==> config.mk <==
export PLATFORM = sky130hd
export DESIGN_NAME = bp_fe_btb_update_flat
export DESIGN_NICKNAME = d
export VERILOG_FILES = /design/src/rtl/bp_fe_btb_update_if.sv /design/src/rtl/bp_fe_btb_update.sv /design/src/flat_wrapper.sv
export SDC_FILE = /design/constraint.sdc
export NUM_CORES = 1
export LEC_CHECK = 0
export CAP_MARGIN = 20
export CORE_AREA = 5 5 190 100
export DETAILED_ROUTE_END_ITERATION = 7
export DIE_AREA = 0 0 195 105
export MAX_ROUTING_LAYER = met4
export PLACE_DENSITY = 0.84
export SLEW_MARGIN = 10
export SYNTH_ARGS = -nofsm -noshare
export SYNTH_HDL_FRONTEND = slang
export SYNTH_SLANG_ARGS = --single-unit
==> constraint.sdc <==
create_clock -name clk_i -period 2.6 [get_ports clk_i]
set_clock_uncertainty 0.2 [all_clocks]
set_input_delay 0.26 -clock clk_i [delete_from_list [all_inputs] [get_ports clk_i]]
set_output_delay 0.26 -clock clk_i [all_outputs]
set_load 0.05 [all_outputs]
==> src/rtl/bp_fe_btb_update_if.sv <==
// bp_fe_btb_update_if
//
// Groups the resolved-branch feedback handshake and the BTB write command
// of bp_fe_btb_update. Signal names keep the block's port naming, so the
// direction suffixes are relative to the bp_fe_btb_update instance.
//
//   fb_v_i        feedback valid (back end -> block)
//   fb_ready_o    feedback ready (block -> back end)
//   fb_pc_i       pc of the resolved branch
//   fb_target_i   resolved target
//   fb_taken_i    branch resolved taken
//   btb_w_v_o     BTB write valid, registered
//   btb_idx_w_o   BTB write index, registered
//   btb_target_o  BTB write data, registered
//
// Modports: slave is the bp_fe_btb_update side, master is the driving side.
interface bp_fe_btb_update_if #(
    parameter int unsigned eaddr_width_p   = 39,
    parameter int unsigned btb_idx_width_p = 9
);
    logic                       fb_v_i;
    logic                       fb_ready_o;
    logic [eaddr_width_p-1:0]   fb_pc_i;
    logic [eaddr_width_p-1:0]   fb_target_i;
    logic                       fb_taken_i;
    logic                       btb_w_v_o;
    logic [btb_idx_width_p-1:0] btb_idx_w_o;
    logic [eaddr_width_p-1:0]   btb_target_o;

    modport slave (
        input  fb_v_i, fb_pc_i, fb_target_i, fb_taken_i,
        output fb_ready_o, btb_w_v_o, btb_idx_w_o, btb_target_o
    );

    modport master (
        output fb_v_i, fb_pc_i, fb_target_i, fb_taken_i,
        input  fb_ready_o, btb_w_v_o, btb_idx_w_o, btb_target_o
    );
endinterface

==> src/rtl/bp_fe_btb_update.sv <==
// bp_fe_btb_update
//
// Write side of the front-end BTB. Resolved-branch feedback arrives over a
// valid/ready handshake; taken branches are queued as {idx, target} in a
// small FIFO and drained as registered single-cycle BTB write commands.
// The pc generator can hold (suppress pops) or flush (drop the queue).
//
// Ports:
//   clk_i      clock, all state on the rising edge
//   reset_n_i  synchronous active-low reset
//   hold_i     suppress the pop decision this cycle
//   flush_i    discard all queued feedback; refuses input this cycle
//   empty_o    FIFO empty and no write on the output
//   fb         bp_fe_btb_update_if.slave: feedback in, BTB write out
//
// Optional feature: define BP_FE_BTB_UPDATE_DEDUP_EN to skip a write whose
// {idx, target} equals the last write issued (entry is still popped).
module bp_fe_btb_update #(
    // Parent must set this to the core's effective address width.
    parameter int unsigned eaddr_width_p   = 39,
    parameter int unsigned btb_idx_width_p = 9,
    parameter int unsigned pc_lsb_p        = 2,
    // Power of two, at least 2.
    parameter int unsigned fifo_els_p      = 4
) (
    input  logic                     clk_i,
    input  logic                     reset_n_i,
    input  logic                     hold_i,
    input  logic                     flush_i,
    output logic                     empty_o,
    bp_fe_btb_update_if.slave        fb
);

    localparam int unsigned ptr_width_lp = $clog2(fifo_els_p);

    typedef enum logic [1:0] {StIdle, StIssue, StHold} state_e;

    state_e state_d, state_q;

    logic [btb_idx_width_p-1:0] mem_idx_q [fifo_els_p];
    logic [eaddr_width_p-1:0]   mem_tgt_q [fifo_els_p];

    logic [ptr_width_lp-1:0] wptr_d, wptr_q, rptr_d, rptr_q;
    logic [ptr_width_lp:0]   count_d, count_q;

    logic [btb_idx_width_p-1:0] idx_q;
    logic [eaddr_width_p-1:0]   tgt_q;

    logic                       full, fifo_empty, ready, enq, pop;
    logic [btb_idx_width_p-1:0] enq_idx, head_idx;
    logic [eaddr_width_p-1:0]   head_tgt;
    logic                       btb_w_v;
    logic                       unused_pc;

    assign full       = (count_q == (ptr_width_lp + 1)'(fifo_els_p));
    assign fifo_empty = (count_q == '0);

    // No full-and-pop bypass: a full FIFO refuses even if it pops this cycle.
    assign ready = !full && !flush_i;
    assign enq   = fb.fb_v_i && ready && fb.fb_taken_i;

    assign enq_idx   = fb.fb_pc_i[pc_lsb_p +: btb_idx_width_p];
    assign unused_pc = ^fb.fb_pc_i;
    assign head_idx  = mem_idx_q[rptr_q];
    assign head_tgt  = mem_tgt_q[rptr_q];

    // Pop decision is made fresh every cycle from occupancy, hold and flush.
    always_comb begin
        state_d = StIdle;
        pop     = 1'b0;
        if (flush_i) begin
            state_d = StIdle;
        end else if (!fifo_empty) begin
            if (hold_i) begin
                state_d = StHold;
            end else begin
                state_d = StIssue;
                pop     = 1'b1;
            end
        end
    end

    always_comb begin
        wptr_d  = wptr_q;
        rptr_d  = rptr_q;
        count_d = count_q;
        if (flush_i) begin
            wptr_d  = '0;
            rptr_d  = '0;
            count_d = '0;
        end else begin
            if (enq) wptr_d = wptr_q + 1'b1;
            if (pop) rptr_d = rptr_q + 1'b1;
            unique case ({enq, pop})
                2'b10:   count_d = count_q + 1'b1;
                2'b01:   count_d = count_q - 1'b1;
                default: count_d = count_q;
            endcase
        end
    end

    always_ff @(posedge clk_i) begin
        if (enq) begin
            mem_idx_q[wptr_q] <= enq_idx;
            mem_tgt_q[wptr_q] <= fb.fb_target_i;
        end
    end

    always_ff @(posedge clk_i) begin
        if (!reset_n_i) begin
            state_q <= StIdle;
            wptr_q  <= '0;
            rptr_q  <= '0;
            count_q <= '0;
            idx_q   <= '0;
            tgt_q   <= '0;
        end else begin
            state_q <= state_d;
            wptr_q  <= wptr_d;
            rptr_q  <= rptr_d;
            count_q <= count_d;
            if (pop) begin
                idx_q <= head_idx;
                tgt_q <= head_tgt;
            end
        end
    end

`ifdef BP_FE_BTB_UPDATE_DEDUP_EN
    logic                       last_v_q;
    logic [btb_idx_width_p-1:0] last_idx_q;
    logic [eaddr_width_p-1:0]   last_tgt_q;
    logic                       dup, dup_q;

    assign dup = last_v_q && (last_idx_q == head_idx) && (last_tgt_q == head_tgt);

    always_ff @(posedge clk_i) begin
        if (!reset_n_i || flush_i) begin
            last_v_q   <= 1'b0;
            last_idx_q <= '0;
            last_tgt_q <= '0;
            dup_q      <= 1'b0;
        end else begin
            dup_q <= pop && dup;
            if (pop && !dup) begin
                last_v_q   <= 1'b1;
                last_idx_q <= head_idx;
                last_tgt_q <= head_tgt;
            end
        end
    end

    // A duplicate still pops; only the write strobe is masked. idx/target
    // load identical values, so the outputs stay stable.
    assign btb_w_v = (state_q == StIssue) && !dup_q;
`else
    assign btb_w_v = (state_q == StIssue);
`endif

    assign fb.fb_ready_o   = ready;
    assign fb.btb_w_v_o    = btb_w_v;
    assign fb.btb_idx_w_o  = idx_q;
    assign fb.btb_target_o = tgt_q;
    assign empty_o         = fifo_empty && !btb_w_v;

endmodule

==> src/flat_wrapper.sv <==
// flat-port wrapper written by rule: the top's interface ports become plain ports
module bp_fe_btb_update_flat 
#(
                                                                  
    parameter int unsigned eaddr_width_p   = 39,
    parameter int unsigned btb_idx_width_p = 9,
    parameter int unsigned pc_lsb_p        = 2,
                                
    parameter int unsigned fifo_els_p      = 4
)
  (clk_i, reset_n_i, hold_i, flush_i, empty_o, fb_fb_v_i, fb_fb_pc_i, fb_fb_target_i, fb_fb_taken_i, fb_fb_ready_o, fb_btb_w_v_o, fb_btb_idx_w_o, fb_btb_target_o);
  bp_fe_btb_update_if #(.eaddr_width_p(eaddr_width_p), .btb_idx_width_p(btb_idx_width_p)) fb_i ();
  input  logic clk_i;
  input  logic reset_n_i;
  input  logic hold_i;
  input  logic flush_i;
  output logic empty_o;
  input wire logic [$bits(fb_i.fb_v_i)-1:0] fb_fb_v_i;
  input wire logic [$bits(fb_i.fb_pc_i)-1:0] fb_fb_pc_i;
  input wire logic [$bits(fb_i.fb_target_i)-1:0] fb_fb_target_i;
  input wire logic [$bits(fb_i.fb_taken_i)-1:0] fb_fb_taken_i;
  output wire logic [$bits(fb_i.fb_ready_o)-1:0] fb_fb_ready_o;
  output wire logic [$bits(fb_i.btb_w_v_o)-1:0] fb_btb_w_v_o;
  output wire logic [$bits(fb_i.btb_idx_w_o)-1:0] fb_btb_idx_w_o;
  output wire logic [$bits(fb_i.btb_target_o)-1:0] fb_btb_target_o;
  assign fb_i.fb_v_i = fb_fb_v_i;
  assign fb_i.fb_pc_i = fb_fb_pc_i;
  assign fb_i.fb_target_i = fb_fb_target_i;
  assign fb_i.fb_taken_i = fb_fb_taken_i;
  assign fb_fb_ready_o = fb_i.fb_ready_o;
  assign fb_btb_w_v_o = fb_i.btb_w_v_o;
  assign fb_btb_idx_w_o = fb_i.btb_idx_w_o;
  assign fb_btb_target_o = fb_i.btb_target_o;
  bp_fe_btb_update #(.eaddr_width_p(eaddr_width_p), .btb_idx_width_p(btb_idx_width_p), .pc_lsb_p(pc_lsb_p), .fifo_els_p(fifo_els_p)) u_core (.clk_i(clk_i), .reset_n_i(reset_n_i), .hold_i(hold_i), .flush_i(flush_i), .empty_o(empty_o), .fb(fb_i));
endmodule
==> flow_metrics.tcl <==
set metrics [dict create \
    status "finished clean" \
    cp-end-kind "flip-flop" \
    drv_slew 0 \
    cp-start-kind "flip-flop" \
    crit_path_start "u_core.count_q[0]" \
    synth_edf_count 192 \
    crit_arrival_ns 2.65 \
    nFillCells 1138 \
    place.gp.congestion 0.772 \
    muxShareOfSynthArea 0.122 \
    cts_setup_buffers 0 \
    swShare 0.189 \
    grt_pass1_wl_um 27200 \
    numClockSinks 249 \
    max-slew-margin-rel 0.438 \
    avgSynthCellArea_sq_um 21.2 \
    synth_xor_area_frac 0.00196 \
    p_leak_nw 3.61 \
    vdd_drop_max_mv 0.421 \
    root_buffer "clkbuf_16" \
    first_global_vias 4732 \
    ff2ff_setup_slack_ns 0.15 \
    period_share 0.941 \
    grt-ovfl-total 0 \
    tns_ns 0 \
    tightest_slew_ns 0.842 \
    clockBufferDepth 3 \
    critPathKind "reg -> reg" \
    syn_area_sq_mm 0.00892 \
    power_density_mw_per_mm2 701 \
    netlist-cell-type-count 31 \
    via_per_inst 5.61 \
    num_vias 4443 \
    cts_buffers 21 \
    fin_crit_ns 2.45 \
    synth_seq_cells 249 \
    die-height_um 105 \
    drt_iter0_markers 310 \
    cp_cell_sequence "nor3_4 -> nor3_1 -> ha_1 -> inv_1 -> fa_1 -> xor2_1 -> or3_1 -> a21oi_1" \
    min_path_type "in -> reg" \
    grt_max_degree 49 \
    antenna_found_initial 0 \
    cts_resized 0 \
    path_delay_family "adder cells" \
    synth_cells 420 \
    synth_top_family_by_area "multiplexers" \
    power.switching_mw 1.48 \
    synth_adder_area_share 0.00925 \
    slowest_delay_ns 0.48 \
    stdcell_count 792 \
    ios 135 \
    syn_nets 510 \
    io_buffers 104 \
    die_width_um 195 \
    cpMaxStageDelayCell "dfxtp_1" \
    drive_above_1_share 0.201 \
    routed_wl_um 17300 \
    rows 34 \
    cts_htree_levels 1 \
    drc 0 \
    cap_violations 0 \
    synth_ff_type "edfxtp_1" \
    final-setup-viol-count 0 \
    final_antenna_net_count 0 \
    drtPass1Iterations 5 \
    cts_hold_buf 0 \
    hpwlAfterDp_um 10900 \
    die_area_sq_mm 0.0205 \
    antenna_cells 0 \
    cp.required_ns 2.80 \
    finalNetCount 633 \
    core_area_sq_mm 0.0171 \
    avgRoutedWirePerCell_um 21.9 \
    ys_seq_area_frac 0.774 \
    worst-path-buf-inv 1 \
    min-delay-start "fb_fb_target_i[19]" \
    async_reset_ff_frac 0 \
    path_clk_slew_ns 0.07 \
    cts_tree "built" \
    power_frac_seq 0.553 \
    clk_latency_ns 0.49 \
    timing.fmax_mhz 409 \
    synth_compound_area_frac 0.0555 \
    syn2layout_area_growth_pct 24.9 \
    pwr-share-comb 0.032 \
    r2r_start "u_core.count_q[0]" \
    initial_core_util 0.522 \
    grt.total_usage 0.174 \
    dpl.cell_count 754 \
    synth_warnings 0 \
    rsz0062_at_grt "false" \
    internal_power_mw 6.34 \
    crit_path_max_fanout 9 \
    finalHoldViolations 0 \
    synth-simple-area-share 0.0191 \
    p_clk_frac 0.414 \
]
==> logic make-up (layout without fill, tap and decap cells) <==
kind of cell             after synthesis  count (layout)
adder cells (fa/ha/maj)                6               6
buffers and inverters                 30             168
AND/OR/NAND/NOR                       25              25
XOR/XNOR                               2               2
flip-flops                           249             249
AO/OA/AOI/OAI                         60              60
multiplexers                          48              48
==> synth_stat cells (2+ instances only) <==
library cell,count,share of area
nand3_1,2,0.0011
mux4_2,45,0.11
ha_1,5,0.0070
inv_1,6,0.0025
nor2b_1,2,0.0014
or3_1,2,0.0014
o21ai_0,4,0.0022
nor3b_1,2,0.0017
nor2_1,5,0.0021
buf_2,8,0.0045
buf_6,4,0.0050
a21oi_1,6,0.0034
clkbuf_1,9,0.0038
xor2_1,2,0.0020
buf_4,2,0.0017
mux4_1,3,0.0088
dfxtp_1,57,0.13
and3_1,4,0.0028
nor3_4,2,0.0036
edfxtp_1,192,0.65
a22o_1,48,0.047
==> metal layers <==
metal / part of all wire / wire (um) / GRT usage
met5: 0 / 0 / -
met4: 0.014 / 235 / 0.0284
met3: 0.061 / 1060 / 0.0370
met2: 0.46 / 7990 / 0.266
met1: 0.46 / 8020 / 0.251
==> cell type report <==
cell class | count | area, sq um | area share
clock inverter | 11 | 131 | 0.0118
multi-input combinational | 141 | 1870 | 0.168
clock buffer | 27 | 588 | 0.0528
tap | 234 | 293 | 0.0263
inverter | 7 | 26.3 | 0.00236
sequential | 249 | 6910 | 0.620
timing repair buffer | 123 | 1330 | 0.119
==> through the flow <==
step           worst slack (ns)  hold slack (ns)  cell area, sq um   util  power [mW]
2_1_floorplan             0.191            0.159              8920      -        4.51
3_3_place_gp            -0.0108            0.260             10400  0.609        4.65
3_5_place_dp             -0.110            0.269             10400  0.609        4.66
4_1_cts                   0.185            0.178             11100  0.652        7.88
5_1_grt                  0.0582            0.184             11100  0.652        8.08
6_report                  0.153            0.194             11100  0.652        7.81
==> power by group through the flow <==
stage | sequential [mW] | clock, mW | combinational (mW)
after floorplan | 4.43 | 0 | 0.0827
after global placement | 4.41 | 0 | 0.244
after detailed placement | 4.41 | 0 | 0.255
after CTS | 4.32 | 3.30 | 0.256
after global routing | 4.32 | 3.48 | 0.271
final | 4.32 | 3.24 | 0.253
==> flip-flops by register name, summed over array words and instances (netlist names) <==
register and count:
u_core.mem_idx_q 36, u_core.state_q 2, u_core.mem_tgt_q 156, u_core.wptr_q 2, u_core.fb.btb_target_o 39, u_core.fb.btb_idx_w_o 9, u_core.count_q 3, u_core.rptr_q 2
==> placed cells by master, fill, tap and decap left out, types with 4 or more instances in the layout <==
cell	netlist	layout
ha_1	5	5
a22o_1	48	48
a21oi_1	6	6
inv_1	6	6
clkbuf_8	0	4
edfxtp_1	192	192
nor2_1	5	5
buf_4	2	9
o21ai_0	4	4
mux4_2	45	45
clkbuf_16	0	21
and3_2	0	4
clkdlybuf4s50_1	0	102
clkinv_2	0	5
dfxtp_1	57	55
buf_12	0	12
==> final timing paths <==
path,end,cells past startpoint
max,u_core.count_q[2],8
min,u_core.mem_tgt_q[0][19],1
max reg2reg,u_core.count_q[2],8
min reg2reg,u_core.fb.btb_target_o[14],1
Note: power is estimated with default switching activity, not from simulation.
